==> src/rtl/servisia_mem_ctrl.sv <==
// servisia_mem_ctrl: arbitrates SERV ibus/dbus onto an 8-bit memory port,
// splitting each 32-bit Wishbone access into four little-endian byte cycles.
module servisia_mem_ctrl #(
  parameter bit ALLOW_FLASH_WRITE = 1'b0
) (
  input  logic        clk_i,
  input  logic        rst_ni,
  input  logic [31:0] ibus_adr_i,
  input  logic        ibus_cyc_i,
  output logic [31:0] ibus_rdt_o,
  output logic        ibus_ack_o,
  input  logic [31:0] dbus_adr_i,
  input  logic [31:0] dbus_dat_i,
  input  logic [3:0]  dbus_sel_i,
  input  logic        dbus_we_i,
  input  logic        dbus_cyc_i,
  output logic [31:0] dbus_rdt_o,
  output logic        dbus_ack_o,
  output logic        mem_read_o,
  output logic        mem_write_o,
  output logic [20:0] mem_addr_o,
  output logic [7:0]  mem_wdata_o,
  input  logic [7:0]  mem_rdata_i
);

  typedef enum logic [1:0] {
    IDLE,
    XFER,
    CAPT,
    ACK
  } state_t;

  state_t      state;
  logic [1:0]  cnt;
  logic [18:0] base;
  logic        we;
  logic [3:0]  sel;
  logic [31:0] wdata;
  logic [31:0] data;
  logic        gnt_d;
  logic        last_d;
  logic        pick_d;
  logic        wr_ok;
  logic        xfer;
  logic        unused;

  assign unused = ^{ibus_adr_i[31:21], ibus_adr_i[1:0],
                    dbus_adr_i[31:21], dbus_adr_i[1:0]};

  // Round-robin on a tie: serve whichever bus did not win last time
  assign pick_d = dbus_cyc_i & (~ibus_cyc_i | ~last_d);

  always_ff @(posedge clk_i or negedge rst_ni) begin
    if (!rst_ni) begin
      state  <= IDLE;
      cnt    <= 2'd0;
      base   <= '0;
      we     <= 1'b0;
      sel    <= 4'd0;
      wdata  <= '0;
      data   <= '0;
      gnt_d  <= 1'b0;
      last_d <= 1'b0;
    end else begin
      unique case (state)
        IDLE: begin
          if (ibus_cyc_i | dbus_cyc_i) begin
            gnt_d  <= pick_d;
            last_d <= pick_d;
            base   <= pick_d ? dbus_adr_i[20:2] : ibus_adr_i[20:2];
            we     <= pick_d & dbus_we_i;
            sel    <= pick_d ? dbus_sel_i : 4'd0;
            wdata  <= pick_d ? dbus_dat_i : 32'd0;
            cnt    <= 2'd0;
            state  <= XFER;
          end
        end
        XFER: begin
          if (!we && cnt != 2'd0)
            data[{cnt - 2'd1, 3'b000} +: 8] <= mem_rdata_i;
          if (cnt == 2'd3)
            state <= we ? ACK : CAPT;
          else
            cnt <= cnt + 2'd1;
        end
        CAPT: begin
          data[31:24] <= mem_rdata_i;
          state       <= ACK;
        end
        ACK: begin
          state <= IDLE;
        end
      endcase
    end
  end

  assign xfer  = (state == XFER);
  assign wr_ok = ALLOW_FLASH_WRITE | base[18];

  assign mem_read_o  = xfer & ~we;
  assign mem_write_o = xfer & we & sel[cnt] & wr_ok;
  assign mem_addr_o  = xfer ? {base, cnt} : 21'd0;
  assign mem_wdata_o = (xfer & we) ? wdata[{cnt, 3'b000} +: 8] : 8'd0;

  assign ibus_ack_o = (state == ACK) & ~gnt_d;
  assign dbus_ack_o = (state == ACK) & gnt_d;
  assign ibus_rdt_o = data;
  assign dbus_rdt_o = data;

endmodule

==> config.mk <==
export PLATFORM = sky130hd
export DESIGN_NAME = servisia_mem_ctrl
export DESIGN_NICKNAME = d
export VERILOG_FILES = /design/src/rtl/servisia_mem_ctrl.sv
export SDC_FILE = /design/constraint.sdc
export NUM_CORES = 1
export LEC_CHECK = 0
export ABC_CLOCK_PERIOD_IN_PS = 5300
export CAP_MARGIN = 20
export CORE_ASPECT_RATIO = 1.1
export CORE_MARGIN = 1
export CORE_UTILIZATION = 30
export DETAILED_ROUTE_END_ITERATION = 10
export PLACE_DENSITY_LB_ADDON = 0.15
export SYNTH_ARGS = -nofsm -noshare
export SYNTH_HDL_FRONTEND = slang
export SYNTH_SLANG_ARGS = --single-unit
==> constraint.sdc <==
create_clock -name clk_i -period 5.3 [get_ports clk_i]
set_input_delay 1.59 -clock clk_i [delete_from_list [all_inputs] [get_ports clk_i]]
set_output_delay 1.59 -clock clk_i [all_outputs]
set_load 0.005 [all_outputs]
After elaboration in Yosys (flattened, before gate mapping)
Cells that the tools add are included.
{"block": "word_totals", "register_bits": 93, "output_inout_bits": 97}
{"block": "op_classes", "add_sub_neg": 3, "magnitude_cmp": 1, "eq_ne": 8, "n_shift": 3, "n_mux": 17, "bitwise": 13, "n_reduce_logical": 11}
{"cell": "$mux W32", "n": 2}
{"cell": "$bwmux W32", "n": 1}
{"cell": "$shift A8 B7 Y32 const A", "n": 1}
{"cell": "$shiftx A32 B6 Y8", "n": 1}
{"cell": "$shiftx A8 B7 Y32", "n": 1}
{"cell": "$mux W21", "n": 1}
{"cell": "$mux W19", "n": 1}
{"cell": "$pmux W8 S2", "n": 1}
{"cell": "$and A1 B1 Y1", "n": 8}
{"cell": "$mux W2", "n": 4}
{"cell": "$mux W8", "n": 1}
{"cell": "$pmux W2 S4", "n": 1}
{"cell": "$reduce_and A2 Y1", "n": 4}
{"cell": "$neg A5 Y7", "n": 1}
{"cell": "$eq A2 B2 Y1 const B", "n": 3}
{"cell": "$reduce_bool A2 Y1", "n": 3}
{"cell": "$mux W4", "n": 1}
{"cell": "$ne A2 B1 Y1 const B", "n": 2}
{"cell": "$ne A2 B2 Y1 const B", "n": 2}
{"cell": "$pmux W2 S2", "n": 1}
{"cell": "$lt A2 B3 Y1 const B", "n": 1}
{"cell": "$not A1 Y1", "n": 3}
{"cell": "$reduce_and A3 Y1", "n": 1}
{"cell": "$add A2 B1 Y2 const B", "n": 1}
{"cell": "other kinds (8)", "n": 10}

Depth between registers and ports, before layout
Gate-level depths: netlist (run 1).
{"block": "depth", "word_depth": 6, "mapped_depth": 8}

Worst setup path after synthesis (run 1)
No wires, ideal clock.
{"block": "synth_path", "path_type": "flip-flop to output port", "start": "register cnt[0]", "end": "output port mem_wdata_o[2]", "arrival_ps": 1333, "required_time_ps": 3710, "setup_slack_ps": 2377, "path_stages_with_launch": 5, "n_path_buf": 2, "path_cell_list": "dfrtp_1 -> buf_6 -> buf_6 -> mux4_2 -> nor2b_1"}
{"block": "synth_between", "elab_chain_cells": 2}
{"item": "from (decl)", "line": "34", "text": "logic [1:0] cnt;"}
{"item": "from (signal assigned)", "line": "84", "text": "cnt <= cnt + 2'd1;"}
{"item": "$shiftx A32 B6 Y8", "line": "103", "text": "assign mem_wdata_o = (xfer & we) ? wdata[{cnt, 3'b000} +: 8] : 8'd0;"}
{"item": "$mux W8", "line": "103"}
{"item": "to (decl)", "line": "22", "text": "output logic [7:0] mem_wdata_o,"}
Every way passes these cells.

Final worst setup path (run 1)
{"block": "layout_path", "start": "register cnt[0]", "end": "output port mem_write_o"}
{"block": "layout_between", "elab_chain_cells": 4}
{"item": "$bmux W1 S2", "line": "101", "text": "assign mem_write_o = xfer & we & sel[cnt] & wr_ok;"}
{"item": "$mux W1 (implied by the code)", "line": "101"}
{"item": "$and A1 B1 Y1 (2 in series)", "line": "101"}
{"item": "to (decl)", "line": "20", "text": "output logic mem_write_o,"}
Every way passes these cells. The select of a mux whose other input is x is not followed.

==> results of run 1 <==
## cells by family (layout without fill, tap and decap cells)
group                    after synthesis  count (layout)  share of synthesized area
AO/OA/AOI/OAI                        103             103                      0.155
adder cells (fa/ha/maj)               12              12                     0.0325
buffers and inverters                 63             211                     0.0906
flip-flops                            93              93                      0.504
multiplexers                          30              30                     0.0898
AND/OR/NAND/NOR                      116             116                      0.127
## worst max-delay path by stage
stage	endpoint	slack [ns]	cells after the start
6_report	mem_write_o	1.05	3
5_1_grt	mem_write_o	0.90	3
4_1_cts	mem_write_o	0.96	3
3_5_place_dp	mem_write_o	1.34	3
3_3_place_gp	mem_write_o	1.35	3
2_1_floorplan	mem_wdata_o[2]	2.38	4
## worst reg2reg max path: stages, from the launching register on
cell and delay, ns:
dfrtp_1 1.02, inv_1 0.30, ha_1 0.34, nand4bb_1 0.58, nand2_1 0.23, o21ai_0 0.11
## metrics by stage
stage	worst slack, ns	util
finish	1.05	0.445
global placement	1.35	0.422
CTS	0.964	0.445
floorplan	2.38	-
global route	0.903	0.445
detailed placement	1.34	0.422
## final cells by class
type                       count  share of cell area
sequential                    93               0.348
tap                          196              0.0366
multi-input combinational    261               0.281
clock buffer                  10              0.0357
timing repair buffer         188               0.279
clock inverter                 6              0.0164
inverter                       7             0.00392
## Yosys cell counts, drive strengths merged (5+ instances only)
cell type	n
a22o	45
and2	21
buf	49
clkbuf	7
dfrtp	93
ha	12
inv	7
mux2i	20
mux4	9
nand2	69
nor2	5
nor2b	11
o21ai	49
## flip-flops by register name, summed over array words and instances (netlist names)
| signal | flops |
|---|---|
| base | 19 |
| we | 1 |
| dbus_rdt_o | 32 |
| state | 2 |
| gnt_d | 1 |
| sel | 4 |
| wdata | 32 |
| cnt | 2 |
## routing by layer
metal / track usage / vias up / routed length [um]
li1: - / 1722 / -
met1: 0.187 / 1702 / 5080
met2: 0.261 / 123 / 5860
met3: 0.0411 / 15 / 785
met4: 0.0658 / 0 / 233
met5: 0 / - / 0
## where the power goes
group          leakage (nW)  total [mW]  switching [mW]  internal (mW)
Clock                 0.165       0.754           0.281          0.473
Combinational          1.54        1.65           0.637           1.01
Sequential             1.17        1.33           0.275           1.05
==> flow_summary.json, run 1 <==
{
  "status": "complete, no violations",
  "drt_iter0_markers": 168,
  "clk_latency_ns": 0.35,
  "dp_cells": 745,
  "fill_cells": 1465,
  "overflow": 0,
  "worstPathCellList": "mux4_2, and4_1, clkdlybuf4s50_1",
  "grt_use_total": 0.156,
  "netlist_area_um2": 4610,
  "rr_endpoint": "dbus_rdt_o[8]",
  "wl_per_cell_um": 15.7,
  "setup_viol": 0,
  "drt_wl_total_mm": 12.0,
  "register_area_um2": 2330,
  "fin_crit_sh": 0.802,
  "endpoint_kind": "output pin",
  "drc": 0,
  "viasPerCell": 4.68,
  "total_power_mw": 3.73,
  "crit_required_ns": 3.71,
  "dpl.hpwl_mm": 8.69,
  "start_util": 0.306,
  "globalplace.congestion": 0.778,
  "portBuffers": 183,
  "dieArea_um2": 15900,
  "cts_sinks": 93,
  "crit_arrival_ns": 2.66,
  "pwr_density_cell_nw_per_um2": 557,
  "synthTopCellsByArea": "dfrtp_1 50%, a22o_1 8.5%, nand2_1 5.6%",
  "firstDrtPassIters": 4,
  "cp-start-kind": "register",
  "clockRootBuffer": "clkbuf_16",
  "placed_area_um2": 6350,
  "max_slew_margin": 0.316,
  "clockBufferDepth": 2,
  "crit_start": "cnt[0]",
  "core_area_um2": 15100,
  "first_global_vias": 3656,
  "synth_edf_count": 0,
  "fp.dieH_um": 132,
  "r2r_start": "cnt[0]",
  "ioPinCount": 210,
  "ff2ff_path_depth": 5,
  "synthArstFlopShare": 1.00,
  "crit_buf_inv": 1,
  "multiInputGateArea_um2": 1880,
  "grt_pass1_wl_mm": 19.0,
  "min_path_type": "register to register",
  "ys_ff_latch": 93,
  "antenna_found_initial": 0,
  "synth_area_per_cell_um2": 11.1,
  "fin_cells": 761,
  "vias": 3562,
  "tightest_slew_ns": 1.03,
  "rows": 47,
  "syn_nets": 542,
  "fin_nets": 685,
  "fmax_ghz": 0.235,
  "fin_area_um2": 6700,
  "antenna_left": 0,
  "cap_violations": 0,
  "path_max_fanout": 20,
  "hold_viol": 0,
  "critPathTopFamily": "flip-flops",
  "yosysSeqAreaShare": 0.504,
  "htreeDepth": 3,
  "cpPeakStageDelay_ns": 1.02,
  "hold_path_depth": 2,
  "postSynthCellCount": 417,
  "final_common_cell": "clkdlybuf4s50_1",
  "cts_buffers": 9,
  "post_cts_buffers": 0,
  "cts_hold_buffers": 0,
  "dieWidth_um": 120,
  "grt_max_degree": 64,
  "cts_tree": "built",
  "post_cts_resized": 0,
  "ir_drop_uv": 175,
  "clk_pin_slew_ns": 0.06,
  "synth_cell_type_count": 31,
  "p_leak_nw": 2.88,
  "ff2ff_setup_slack_ns": 2.59,
  "critPathKind": "register to output pin",
  "hold_path_end": "base[10]",
  "finalMaxSlewViolations": 0,
  "layout-drive-gt1-share": 0.0673,
  "hold_slack_ns": 0.478,
  "cp_slowest_cell": "dfrtp_1",
  "worstHoldStart": "base[10]",
  "skew_ns": 0.00595,
  "layout_common_cells": "182 x clkdlybuf4s50_1, 93 x dfrtp_1, 69 x nand2_1, 45 x a22o_1, 34 x o21ai_0",
  "synthFlopType": "dfrtp_1",
  "synth_warnings": 0,
  "synth_top_area_share": 0.504,
  "syn2layout_area_growth_pct": 45.2,
  "rsz0062_at_grt": "no",
  "tns_ns": 0,
  "yosysTopAreaCell": "dfrtp_1",
  "num_antenna_cells": 0,
  "min_period_ns": 4.25
}
(Power assumes the default switching activity.)
==> run 2: changes to the inputs <==
--- a/config.mk
+++ b/config.mk
@@ -5,7 +5,7 @@
 export SDC_FILE = /design/constraint.sdc
 export NUM_CORES = 1
 export LEC_CHECK = 0
-export ABC_CLOCK_PERIOD_IN_PS = 5300
+export ABC_CLOCK_PERIOD_IN_PS = 3750
 export CAP_MARGIN = 20
 export CORE_ASPECT_RATIO = 1.1
 export CORE_MARGIN = 1
==> constraint.sdc (replaced) <==
create_clock -name clk_i -period 3.75 [get_ports clk_i]
set_input_delay 1.125 -clock clk_i [delete_from_list [all_inputs] [get_ports clk_i]]
set_output_delay 1.125 -clock clk_i [all_outputs]
set_load 0.005 [all_outputs]
==> run 2 against run 1 <==
  * Register-to-register slack got worse by 1.3 ns
  * Total power is 37% higher
  * Global-route usage is 0.71 points lower
  * Combinational power rose by 43%
  * Setup slack lost 0.80 ns
  * Highest routed layer unchanged
==> flow_summary.json, run 2 (same netlist as run 1, synthesis figures left out) <==
{
  "ioPinCount": 210,
  "fmax_ghz": 0.286,
  "num_antenna_cells": 0,
  "dieWidth_um": 120,
  "fin_crit_sh": 0.933,
  "htreeDepth": 3,
  "max_slew_margin": 0.580,
  "first_global_vias": 3524,
  "cts_hold_buffers": 0,
  "total_power_mw": 5.12,
  "dp_slack_ns": 0.564,
  "crit_arrival_ns": 2.37,
  "clk_latency_ns": 0.34,
  "rsz0062_at_grt": "no",
  "wl_per_cell_um": 15.1,
  "drt_iter0_markers": 157,
  "min_path_type": "register to register",
  "cts_sinks": 93,
  "layout-drive-gt1-share": 0.0705,
  "cts_buffers": 9,
  "drt_wl_total_mm": 11.5,
  "placed_area_um2": 6380,
  "dieArea_um2": 15900,
  "finalMaxSlewViolations": 0,
  "p_sw_mw": 1.64,
  "cp_slowest_cell": "dfrtp_1",
  "antenna_left": 0,
  "core_area_um2": 15100,
  "pwr_density_cell_nw_per_um2": 766,
  "drc": 0,
  "ff2ff_setup_slack_ns": 1.27,
  "clk_pin_slew_ns": 0.06,
  "skew_ns": 0.00437,
  "post_cts_buffers": 0,
  "tightest_slew_ns": 0.630,
  "cpPeakStageDelay_ns": 0.74,
  "timing.final.ws_setup_ns": 0.252,
  "final_util": 0.444,
  "fill_cells": 1475,
  "swShare": 0.320,
  "worstPathCellList": "mux4_2, and4_1, clkdlybuf4s50_1",
  "p_int_mw": 3.48,
  "firstDrtPassIters": 4,
  "setup_viol": 0,
  "critPathKind": "register to output pin",
  "grt_use_total": 0.149,
  "tns_ns": 0,
  "clockRootBuffer": "clkbuf_16",
  "layout_common_cells": "182 x clkdlybuf4s50_1, 93 x dfrtp_1, 69 x nand2_1, 45 x a22o_1, 34 x o21ai_0",
  "cap_violations": 0,
  "path_max_fanout": 10,
  "portBuffers": 183,
  "fin_nets": 688,
  "pwr-share-seq": 0.361,
  "cts_tree": "built",
  "globalplace.congestion": 0.778,
  "rows": 47,
  "fin_area_um2": 6680,
  "status": "complete, no violations",
  "clockBufferDepth": 2,
  "antenna_found_initial": 0,
  "vias": 3593,
  "ir_drop_uv": 236,
  "post_cts_resized": 0,
  "start_util": 0.306,
  "overflow": 0,
  "viasPerCell": 4.71,
  "syn2layout_area_growth_pct": 44.9,
  "cp-start-kind": "register",
  "hold_viol": 0,
  "crit_required_ns": 2.62,
  "dpl.hpwl_mm": 8.51,
  "p_leak_nw": 2.88,
  "grt_max_degree": 50,
  "pwr-share-clk": 0.179,
  "final_common_cell": "clkdlybuf4s50_1",
  "grt_pass1_wl_mm": 18.2,
  "min_period_ns": 3.50,
  "p_comb_frac": 0.461,
  "endpoint_kind": "output pin",
  "fp.dieH_um": 132
}
run 2: cell count changes in the layout (fill, tap and decap cells not counted):
cell        delta
bufinv_16      -2
clkinvlp_4     -1
clkbuf_8       +1
clkinv_2       +1
buf_4          +2
buf_12         +1
run 2: routing by layer:
| layer | GRT usage | share of wire |
|---|---|---|
| met2 | 0.255 | 0.49 |
| met3 | 0.0346 | 0.062 |
| met5 | 0 | 0 |
| met4 | 0.0576 | 0.016 |
| met1 | 0.179 | 0.43 |
run 2: layout make-up:
class,instances,area [um2],share of cell area
multi-input combinational,261,1880,0.282
inverter,7,26.3,0.00393
timing repair buffer,191,1900,0.285
clock inverter,4,47.5,0.00711
sequential,93,2330,0.348
clock buffer,11,253,0.0378
tap,196,245,0.0367
run 2: worst paths after layout:
kind | from | end | cells past startpoint
worst max-delay path | cnt[0] | mem_write_o | 3
worst min-delay path | base[14] | base[14] | 2
worst max register to register | cnt[0] | dbus_rdt_o[11] | 6
worst min register to register | base[14] | base[14] | 2
max in group asynchronous | rst_ni | cnt[1] | 2
min in group asynchronous | rst_ni | dbus_rdt_o[7] | 1
run 2: metrics by stage:
stage / std cells / hold WS (ns)
3_3_place_gp: 748 / 0.458
5_1_grt: 763 / 0.509
6_report: 763 / 0.475
4_1_cts: 763 / 0.482
2_1_floorplan: 417 / 0.442
3_5_place_dp: 748 / 0.468
run 2: worst max-delay path, delay by kind of cell (launching register included):
| family | cells | cell delay [ns] |
|---|---|---|
| buffers and inverters | 1 | 0.48 |
| multiplexers | 1 | 0.59 |
| flip-flops | 1 | 0.74 |
| AND/OR/NAND/NOR | 1 | 0.22 |
run 2: power groups by stage:
stage               combinational (mW)  clock (mW)  sequential, mW
global route                      2.58       0.984            1.93
global placement                  2.36           0            1.86
CTS                               2.40       0.950            1.87
finish                            2.36       0.914            1.85
detailed placement                2.39           0            1.88
floorplan                         1.51           0            1.76
==> run 3: changes to the inputs <==
--- a/config.mk
+++ b/config.mk
@@ -12,6 +12,7 @@
 export CORE_UTILIZATION = 30
 export DETAILED_ROUTE_END_ITERATION = 10
 export PLACE_DENSITY_LB_ADDON = 0.15
+export REMOVE_ABC_BUFFERS = 1
 export SYNTH_ARGS = -nofsm -noshare
 export SYNTH_HDL_FRONTEND = slang
 export SYNTH_SLANG_ARGS = --single-unit
==> run 3 against run 2 <==
  * The run now ends with DRC left
  * Cell count is 0.13% higher
  * Flip-flop and latch count stayed put
  * Clock skew barely moved
  * Critical path type unchanged
==> flow_summary.json, run 3 (same netlist as run 1, synthesis figures left out) <==
{
  "status": "finished, violations left",
  "violations": "DRC",
  "drc": 2,
  "htreeDepth": 3,
  "topRoutingLayerUsed": "met4",
  "layout_common_cells": "182 x clkdlybuf4s50_1, 93 x dfrtp_1, 69 x nand2_1, 45 x a22o_1, 34 x o21ai_0",
  "setup_viol": 0,
  "post_cts_buffers": 0,
  "layout-drive-gt1-share": 0.0669,
  "wl_met1_mm": 5.03,
  "grt_max_degree": 57,
  "wl_per_cell_um": 15.2,
  "overflow": 0,
  "pwr_density_cell_nw_per_um2": 760,
  "drt_iter0_markers": 149,
  "met2WireLength_mm": 5.79,
  "clk_pin_slew_ns": 0.06,
  "p_int_mw": 3.39,
  "total_power_mw": 5.05,
  "timing.final.ws_setup_ns": 0.242,
  "path_max_fanout": 10,
  "clk_latency_ns": 0.33,
  "viasPerCell": 4.62,
  "endpoint_kind": "output pin",
  "final_common_cell": "clkdlybuf4s50_1",
  "dp_cells": 750,
  "fin_nets": 690,
  "pwr-share-seq": 0.367,
  "hold_viol": 0,
  "tightest_slew_ns": 0.731,
  "skew_ns": 0.00439,
  "fp.dieH_um": 132,
  "globalplace.congestion": 0.766,
  "finalMaxSlewViolations": 0,
  "cts_hold_buffers": 0,
  "fin_area_um2": 6650,
  "clockRootBuffer": "clkbuf_16",
  "ioPinCount": 210,
  "swShare": 0.328,
  "post_cts_resized": 0,
  "p_comb_frac": 0.474,
  "dieWidth_um": 120,
  "crit_required_ns": 2.62,
  "tns_ns": 0,
  "first_global_vias": 3577,
  "drt_wl_total_mm": 11.6,
  "fmax_ghz": 0.285,
  "syn2layout_area_growth_pct": 44.1,
  "start_util": 0.306,
  "dr_wl_met3_um": 660,
  "min_period_ns": 3.51,
  "num_antenna_cells": 0,
  "p_leak_nw": 2.86,
  "final_util": 0.441,
  "pwr-share-clk": 0.159,
  "max_slew_margin": 0.512,
  "ff2ff_path_depth": 6,
  "grt_pass1_wl_mm": 18.7,
  "rows": 47,
  "ff2ff_setup_slack_ns": 1.38,
  "p_sw_mw": 1.66,
  "hold_slack_ns": 0.470,
  "core_area_um2": 15100,
  "cts_sinks": 93,
  "ir_drop_uv": 263,
  "hold_path_depth": 2,
  "crit_arrival_ns": 2.38,
  "dieArea_um2": 15900,
  "rsz0062_at_grt": "no",
  "grt_use_total": 0.153,
  "cap_violations": 0,
  "cts_tree": "built",
  "clockBufferDepth": 2,
  "antenna_left": 0,
  "firstDrtPassIters": 7,
  "placed_area_um2": 6400,
  "dpl.hpwl_mm": 8.64,
  "vias": 3532,
  "cts_buffers": 9,
  "fin_cells": 764,
  "antenna_found_initial": 0,
  "cp-start-kind": "register",
  "portBuffers": 183,
  "critPathKind": "register to output pin",
  "dp_slack_ns": 0.537,
  "min_path_type": "register to register",
  "fin_crit_sh": 0.936
}
-- run 3: cell types whose count changed in the layout (fill, tap and decap cells not counted) --
cell and change:
buf_4 +2, clkbuf_8 -2, clkbuf_1 +3, clkinv_2 -1, bufinv_16 -1
-- run 3: routing by layer --
metal,global-route usage,vias up
met1,0.190,1681
met3,0.0285,9
li1,-,1723
met5,0,-
met2,0.261,119
met4,0.0576,0
-- run 3: power groups by stage --
stage | combinational (mW) | clock [mW] | sequential (mW)
after floorplan | 1.14 | 0 | 1.83
after global placement | 2.38 | 0 | 1.85
after detailed placement | 2.43 | 0 | 1.88
after CTS | 2.44 | 0.827 | 1.87
after global routing | 2.65 | 0.862 | 1.94
final | 2.39 | 0.803 | 1.85
-- run 3: final timing paths --
| path | from | to |
|---|---|---|
| max | cnt[0] | mem_wdata_o[5] |
| min | base[0] | base[0] |
| max reg2reg | cnt[0] | dbus_rdt_o[0] |
| min reg2reg | base[0] | base[0] |
| max in group asynchronous | rst_ni | base[16] |
| min in group asynchronous | rst_ni | dbus_rdt_o[11] |
-- run 3: area by class of cell --
class,instances,area [um2]
fillers,1477,8410
flip-flops and latches,93,2330
repair buffers,193,1920
multi-input cells,261,1880
well taps,196,245
clock buffers,12,236
inverters,7,26.3
clock inverters,2,12.5
-- run 3: worst max-delay path, cell delays in order (launching register included) --
cell             delay (ns)
dfrtp_1                0.69
buf_4                  0.26
mux4_2                 0.49
nor2b_1                0.14
clkdlybuf4s50_1        0.47
